==> config.mk <==
export PLATFORM = sky130hd
export DESIGN_NAME = dec38_scan
export DESIGN_NICKNAME = d
export VERILOG_FILES = /design/src/rtl/dec38_pkg.sv /design/src/rtl/dec38_scan_dwell_cnt.sv /design/src/rtl/dec38_scan.sv
export SDC_FILE = /design/constraint.sdc
export NUM_CORES = 1
export LEC_CHECK = 0
export ABC_AREA = 0
export CORE_ASPECT_RATIO = 2
export CORE_MARGIN = 5
export CORE_UTILIZATION = 33
export CTS_BUF_LIST = sky130_fd_sc_hd__clkbuf_2 sky130_fd_sc_hd__clkbuf_4 sky130_fd_sc_hd__clkbuf_8
export CTS_CLUSTER_DIAMETER = 150
export DETAILED_ROUTE_END_ITERATION = 10
export DONT_BUFFER_PORTS = 1
export PLACE_DENSITY = 0.5
export SLEW_MARGIN = 20
export SYNTH_ARGS = -nofsm -noshare
export SYNTH_HDL_FRONTEND = slang
export SYNTH_SLANG_ARGS = --single-unit
==> constraint.sdc <==
create_clock -name clk -period 3.8 [get_ports clk]
set_input_delay 0.76 -clock clk [delete_from_list [all_inputs] [get_ports clk]]
set_output_delay 0.76 -clock clk [all_outputs]
set_load 0.02 [all_outputs]
==> src/rtl/dec38_pkg.sv <==
// Shared types and helpers for the 3:8 decoder and its encoder counterpart.
package dec38_pkg;

  typedef enum logic [1:0] {IDLE, SCAN, DONE} state_e;

  localparam logic [0:7] ONEHOT_ZERO = 8'b1000_0000;

  // Code k lights dout[k]; index 0 is the leftmost bit.
  function automatic logic [0:7] onehot3to8(input logic [2:0] code);
    return ONEHOT_ZERO >> code;
  endfunction

endpackage

==> src/rtl/dec38_scan_dwell_cnt.sv <==
// Dwell counter for the scan walk: clr alone zeroes it, clr with inc restarts at 1.
module dec38_dwell_cnt #(
  parameter int DWELL   = 4,
  parameter int DWELL_W = 8
) (
  input  logic clk,
  input  logic rst_n,
  input  logic clr,
  input  logic inc,
  output logic hit
);

  logic [DWELL_W-1:0] r_cnt;

  always_ff @(posedge clk) begin
    if (!rst_n)   r_cnt <= '0;
    else if (clr) r_cnt <= inc ? DWELL_W'(1) : '0;
    else if (inc) r_cnt <= r_cnt + DWELL_W'(1);
  end

  assign hit = (r_cnt == DWELL_W'(DWELL));

endmodule

==> src/rtl/dec38_scan.sv <==
// Registered 3:8 one-hot decoder with a direct-load handshake and a timed 0..7 scan.
module dec38_scan
  import dec38_pkg::*;
#(
  parameter int DWELL   = 4,
  parameter int DWELL_W = 8
) (
  input  logic       clk,
  input  logic       rst_n,
  input  logic       en,
  input  logic       a,
  input  logic       b,
  input  logic       c,
  input  logic       in_valid,
  output logic       in_ready,
  input  logic       scan_start,
  output logic [0:7] dout,
  output logic [2:0] code_q,
  output logic       out_valid,
  output logic       busy,
  output logic       scan_done
);

  state_e     r_state, w_state_nxt;
  logic [0:7] r_dout, w_dout_nxt;
  logic [2:0] r_code, w_code_nxt;
  logic       r_ov, w_ov_nxt;
  logic       w_cnt_clr, w_cnt_inc, w_hit;

  dec38_dwell_cnt #(.DWELL(DWELL), .DWELL_W(DWELL_W)) u_dwell (
    .clk   (clk),
    .rst_n (rst_n),
    .clr   (w_cnt_clr),
    .inc   (w_cnt_inc),
    .hit   (w_hit)
  );

  always_comb begin
    w_state_nxt = r_state;
    w_code_nxt  = r_code;
    w_dout_nxt  = r_dout;
    w_ov_nxt    = 1'b0;
    w_cnt_clr   = 1'b1;
    w_cnt_inc   = 1'b0;
    if (!en) begin
      // Disable blanks the display and aborts any scan; code_q is kept.
      w_state_nxt = IDLE;
      w_dout_nxt  = '0;
    end else begin
      case (r_state)
        IDLE: begin
          if (in_valid) begin
            w_code_nxt = {a, b, c};
            w_dout_nxt = onehot3to8({a, b, c});
            w_ov_nxt   = 1'b1;
          end else if (scan_start) begin
            w_state_nxt = SCAN;
            w_code_nxt  = 3'd0;
            w_dout_nxt  = ONEHOT_ZERO;
            w_cnt_inc   = 1'b1;
          end
        end
        SCAN: begin
          if (!w_hit) begin
            w_cnt_clr = 1'b0;
            w_cnt_inc = 1'b1;
          end else if (r_code == 3'd7) begin
            w_state_nxt = DONE;
          end else begin
            w_code_nxt = r_code + 3'd1;
            w_dout_nxt = onehot3to8(r_code + 3'd1);
            w_cnt_inc  = 1'b1;
          end
        end
        DONE:    w_state_nxt = IDLE;
        default: w_state_nxt = IDLE;
      endcase
    end
  end

  always_ff @(posedge clk) begin
    if (!rst_n) begin
      r_state <= IDLE;
      r_dout  <= '0;
      r_code  <= 3'd0;
      r_ov    <= 1'b0;
    end else begin
      r_state <= w_state_nxt;
      r_dout  <= w_dout_nxt;
      r_code  <= w_code_nxt;
      r_ov    <= w_ov_nxt;
    end
  end

  assign in_ready  = rst_n & en & (r_state == IDLE);
  assign dout      = r_dout;
  assign code_q    = r_code;
  assign out_valid = r_ov;
  assign busy      = (r_state != IDLE);
  assign scan_done = (r_state == DONE);

endmodule

======== Yosys cells after proc, flatten, opt, wreduce, memory -nomap -nowiden ========
Cells that the tools add are included.
word-level totals
  input port bits ......................... 8
  logic and storage cells ................. 58
  flip-flop bits (word level) ............. 22
  output and inout port bits .............. 15
cells by class
  shift operators ......................... 2
  bitwise operators ....................... 2
  equal/unequal tests ..................... 10
  add/subtract/negate cells ............... 2
  muxes and demuxes ....................... 28
  reductions and logical operators ........ 9
operator list
  kind                                                 number
  two-way mux 8 bit                                    6
  one-hot mux 8 bit (2 select lines)                   1
  right shift 8 x 3 -> 8 bit, first input constant     2
  two-way mux 3 bit                                    4
  two-way mux 1 bit                                    10
  inequality test 2 bit, second input constant         5
  adder 8 x 1 -> 8 bit, second input constant          1
  equality test 8 x 3 -> 1 bit, second input constant  1
  two-way mux 2 bit                                    4
  AND reduction 4 bit                                  2
  one-hot mux 3 bit (2 select lines)                   1
  nonzero test 2 bit                                   3
  AND reduction 5 bit                                  1
  one-hot mux 2 bit (2 select lines)                   1
  adder 3 x 1 -> 3 bit, second input constant          1
  equality test 3 bit, second input constant           1
  inequality test 3 bit, second input constant         1
  AND reduction 3 bit                                  1
  AND 1 bit                                            2
  equality test 2 x 1 -> 1 bit, second input constant  1
  equality test 2 bit, second input constant           1
  logical NOT 2 bit                                    1
  one-hot mux 1 bit (2 select lines)                   1
  AND reduction 2 bit                                  1

======== Depth between registers and ports, before layout ========
  word-level depth ........................ 7
  gate-level depth with buffers ........... 7
  mapped depth without buffers ............ 6

======== By module ========
From an unflattened synthesis, not the netlist that was laid out.
second synthesis, totals
  cell total of the unflattened synthesis .. 140
  area total of the unflattened synthesis .. 1219.9 µm²
by module, submodules not included
  module           sequential area each (µm²)  times used  area an instance (µm²)  cells each
  dec38_scan       280.3                       1           833.3                   98
  dec38_dwell_cnt  160.2                       1           386.6                   42

======== Worst setup path before layout ========
No wires, ideal clock.
  kind .................................... input port to output port
  start ................................... in rst_n
  end ..................................... out in_ready
  required time ........................... 3.040 ns
  arrival time ............................ 1.323 ns
  buffers on the path ..................... 1
  setup slack ............................. 1.717 ns
  stages .................................. 3
  cells stage by stage .................... nand2_1 -> clkbuf_1 -> nor2_1
between the ends
  cells in the longest elaborated chain, start to end .. 2
RTL lines
  what                     line              source
  start, declared          dec38_scan.sv:9   input logic rst_n,
  AND 1 bit (2 in series)  dec38_scan.sv:95  assign in_ready = rst_n & en & (r_state == IDLE);
  end, declared            dec38_scan.sv:15  output logic in_ready,
No other way between the ends.

======== Worst setup path after layout ========
  start ................................... reg r_code[0], in the netlist code_q[0]
  end ..................................... reg u_dwell.r_cnt[6]
between the ends
  cells in the longest elaborated chain, start to end .. 6
RTL lines
  what                                line                        source
  start, declared                     dec38_scan.sv:26            logic [2:0] r_code, w_code_nxt;
  start signal, assigned              dec38_scan.sv:90            r_code <= w_code_nxt;
  equality test 3 bit                 dec38_scan.sv:67            end else if (r_code == 3'd7) begin
  two-way mux 1 bit                   dec38_scan.sv:67
  two-way mux 1 bit                   dec38_scan.sv:64            if (!w_hit) begin
  one-hot mux 1 bit (2 select lines)  dec38_scan.sv:50            case (r_state)
  two-way mux 1 bit                   dec38_scan.sv:45            if (!en) begin
  nonzero test 2 bit (no line)        -
  end signal, assigned                dec38_scan_dwell_cnt.sv:17  else if (clr) r_cnt <= inc ? DWELL_W'(1) : '0;
  end signal, assigned                dec38_scan_dwell_cnt.sv:18  else if (inc) r_cnt <= r_cnt + DWELL_W'(1);
  end, declared                       dec38_scan_dwell_cnt.sv:13  logic [DWELL_W-1:0] r_cnt;
No other way between the ends.
A chain may end at the register's enable or synchronous reset.

==> impl_metrics.toml <==
[outcome]
status = "finished, final reports clean"

[sta]
period_share_pct = 60.2
rsz0062_at_grt = "false"
setup_viol = 0
finalClockSkew_ns = 0.00255
slew_violations = 0
tns_ns = 0
finalCriticalPeriod_ns = 2.29
max_slew_margin_pct = 59.0
tightestPinTransition_ns = 0.599
fmax_mhz = 437
finalHoldViolCount = 0

[power_and_ir_drop]
vdd_drop_max_v = 0.000212
power_density_nw_per_um2 = 388
switching_power_w = 0.000136
p_leak_nw = 0.525
swShare_pct = 25.3
power_frac_comb_pct = 11.7
seqPwrFrac_pct = 47.3
p_int_w = 0.000403
clockPowerShare_pct = 41.1

[clock_network]
cts.sinks = 22
clk_latency_ns = 0.27
cts_buffers = 3
cts_resized = 0
cts_buffer_depth = 2
holdBufCountCts = 0
path_clk_slew_ns = 0.08
htreeDepth = 1
cts_tree = "built"
post-cts-setup-buffers = 0
root_buffer = "clkbuf_8"

[setup_path]
r2r_start = "code_q[0]$_SDFFE_PN0P_"
rr_worst_depth = 6
cp_slowest_stage_delay_ns = 0.64
path_cells = "ha_1 > ha_1 > nand2b_1 > a21boi_0 > a2111oi_0 > mux2i_1"
cp.required_ns = 4.01
critical_path_class = "reg2reg"
path_delay_family = "compound AO/OA/AOI/OAI gates"
crit_start = "code_q[0]$_SDFFE_PN0P_"
crit_fanout = 5
r2r-end = "u_dwell.r_cnt[6]$_SDFFE_PN0P_"
endpoint_kind = "flop"
worstPathArrival_ns = 2.50
crit_path_frequent_cell = "ha_1"
critPathLaunchType = "flop"
r2r_setup_slack_ns = 1.51
worst-path-buf-inv = 0
cp_slowest_cell = "a2111oi_0"

[cells_and_area]
fin_cells = 198
layout.nets = 165
area_growth_pct = 9.24
final_util_pct = 36.5
drive_above_1_share_pct = 9.52
diodes = 0

[yosys]
synth-seq-area-share_pct = 34.6
async_flop_share_pct = 0
synth_flop_cell = "dfxtp_1"
synth_area_um2 = 1270
ys_ff_latch = 22
syn_inst = 148
synthesis.nets = 165
synth_edf_count = 0
synth_warnings = 0
synth.avg_cell_area_um2 = 8.60
ys_types = 41

[drt]
ant_nets = 0
via_count = 1093
firstDrtPassIters = 4
vias_per_cell = 5.52
drtIter0Drc = 12
wl_per_cell_um = 16.6
drt-total-wl_um = 3290
drc = 0

[run]
max_cap_viol_count = 0

[place]
numPortBuffers = 0
dp_hpwl_um = 2710
routabilityCongestion = 0.787
placed_cells = 194

[global_routing]
grt_pass1_vias = 1068
use_met3_pct = 2.14
grt_pass1_wl_um = 5350
antenna_found_initial = 0
grt_overflow = 0
grt_max_degree = 15
grtUsageMet1_pct = 13.4
grt-busiest-layer = "met2"
gr-usage-met2_pct = 26.4
track_usage_pct = 13.8

[hold_path]
hold_class = "reg2reg"
hold_depth = 2
min_from = "u_dwell.r_cnt[6]$_SDFFE_PN0P_"
holdPathEnd = "u_dwell.r_cnt[6]$_SDFFE_PN0P_"

[floorplan]
die_y_um = 97.8
die-area_um2 = 5270
pin_count = 23
row_count = 32
die_w_um = 53.9
start_util_pct = 33.5
core_um2 = 3800
[power by group through the flow]
stage / logic, W / registers [W] / clock network (W)
finish: 0.0000630 / 0.000255 / 0.000222
global route: 0.0000708 / 0.000256 / 0.000238
CTS: 0.0000638 / 0.000256 / 0.000230
detailed placement: 0.0000637 / 0.000261 / 0
global placement: 0.0000622 / 0.000261 / 0
floorplan: 0.0000516 / 0.000257 / 0
[cells in the final DEF (no fill, tap or decap), drive strengths merged, types with 2 or more instances in the layout]
master	count
a21oi	14
o211a	2
nor2b	2
a211oi	10
nand2b	6
or2	2
nor3b	2
and2	3
mux2i	2
a31oi	4
inv	8
o21ai	3
ha	9
nor2	8
dfxtp	22
clkbuf	3
and3	4
nor3	9
nand2	11
a2111oi	4
[final cells by class]
type | count | area [um^2]
clock inverter | 1 | 30.0
clock buffer | 3 | 41.3
inverter | 8 | 30.0
fill | 401 | 2410
sequential | 22 | 440
timing repair buffer | 1 | 7.51
multi-input combinational | 112 | 777
tap | 51 | 63.8
[worst max path at each step]
stage | to | slack [ns] | cells past startpoint
6_report | u_dwell.r_cnt[6]$_SDFFE_PN0P_ | 1.51 | 6
5_1_grt | u_dwell.r_cnt[6]$_SDFFE_PN0P_ | 1.36 | 6
4_1_cts | u_dwell.r_cnt[6]$_SDFFE_PN0P_ | 1.49 | 6
3_5_place_dp | u_dwell.r_cnt[6]$_SDFFE_PN0P_ | 1.52 | 6
3_3_place_gp | u_dwell.r_cnt[6]$_SDFFE_PN0P_ | 1.53 | 6
2_1_floorplan | in_ready | 1.72 | 3
[per-stage QoR]
| stage | cell area (um^2) | power [W] | worst slack, ns | hold WS, ns |
|---|---|---|---|---|
| 5_1_grt | 1390 | 0.000565 | 1.36 | 0.542 |
| 4_1_cts | 1390 | 0.000549 | 1.49 | 0.505 |
| 6_report | 1390 | 0.000540 | 1.51 | 0.502 |
| 3_5_place_dp | 1320 | 0.000325 | 1.52 | 0.498 |
| 3_3_place_gp | 1320 | 0.000323 | 1.53 | 0.496 |
| 2_1_floorplan | 1270 | 0.000309 | 1.72 | 0.454 |
[worst reg2reg max path, delay by kind of cell, from the launching register on]
| kind | cells | cell delay [ns] |
|---|---|---|
| compound gates | 2 | 0.86 |
| mux | 1 | 0.23 |
| simple gates | 1 | 0.21 |
| fa+ha+maj | 2 | 0.51 |
| flops | 1 | 0.42 |
[synthesized netlist by cell type, types with 4 or more instances]
cell | instances | area [um^2]
inv_1 | 8 | 30.0
nor2_1 | 7 | 26.3
clkbuf_1 | 4 | 15.0
a31oi_1 | 4 | 25.0
nor3_1 | 9 | 45.0
a2111oi_0 | 4 | 35.0
nand2_1 | 11 | 41.3
a21oi_1 | 14 | 70.1
dfxtp_1 | 22 | 440
a211oi_1 | 10 | 75.1
ha_1 | 9 | 113
nand2b_1 | 6 | 37.5
[per-layer routing]
layer / part of all wire, % / wire length, um
met1: 35 / 1140
met2: 60 / 1970
met3: 3.4 / 113
met4: 1.7 / 57
met5: 0 / 0
[state kept, by name (all words and copies together), names as in the netlist]
| name | cells |
|---|---|
| u_dwell.r_cnt | 8 |
| r_state | 2 |
| out_valid | 1 |
| code_q | 3 |
| dout | 8 |
[cell families (layout without fill, tap and decap cells)]
family	count (synthesis)	after routing	synth area share (%)
fa+ha+maj	9	9	8.85
compound gates	47	47	27.1
buf+inv	14	13	4.33
simple gates	53	53	22.6
flops	22	22	34.6
mux	3	3	2.46
Note: power is estimated with default switching activity, not from simulation.
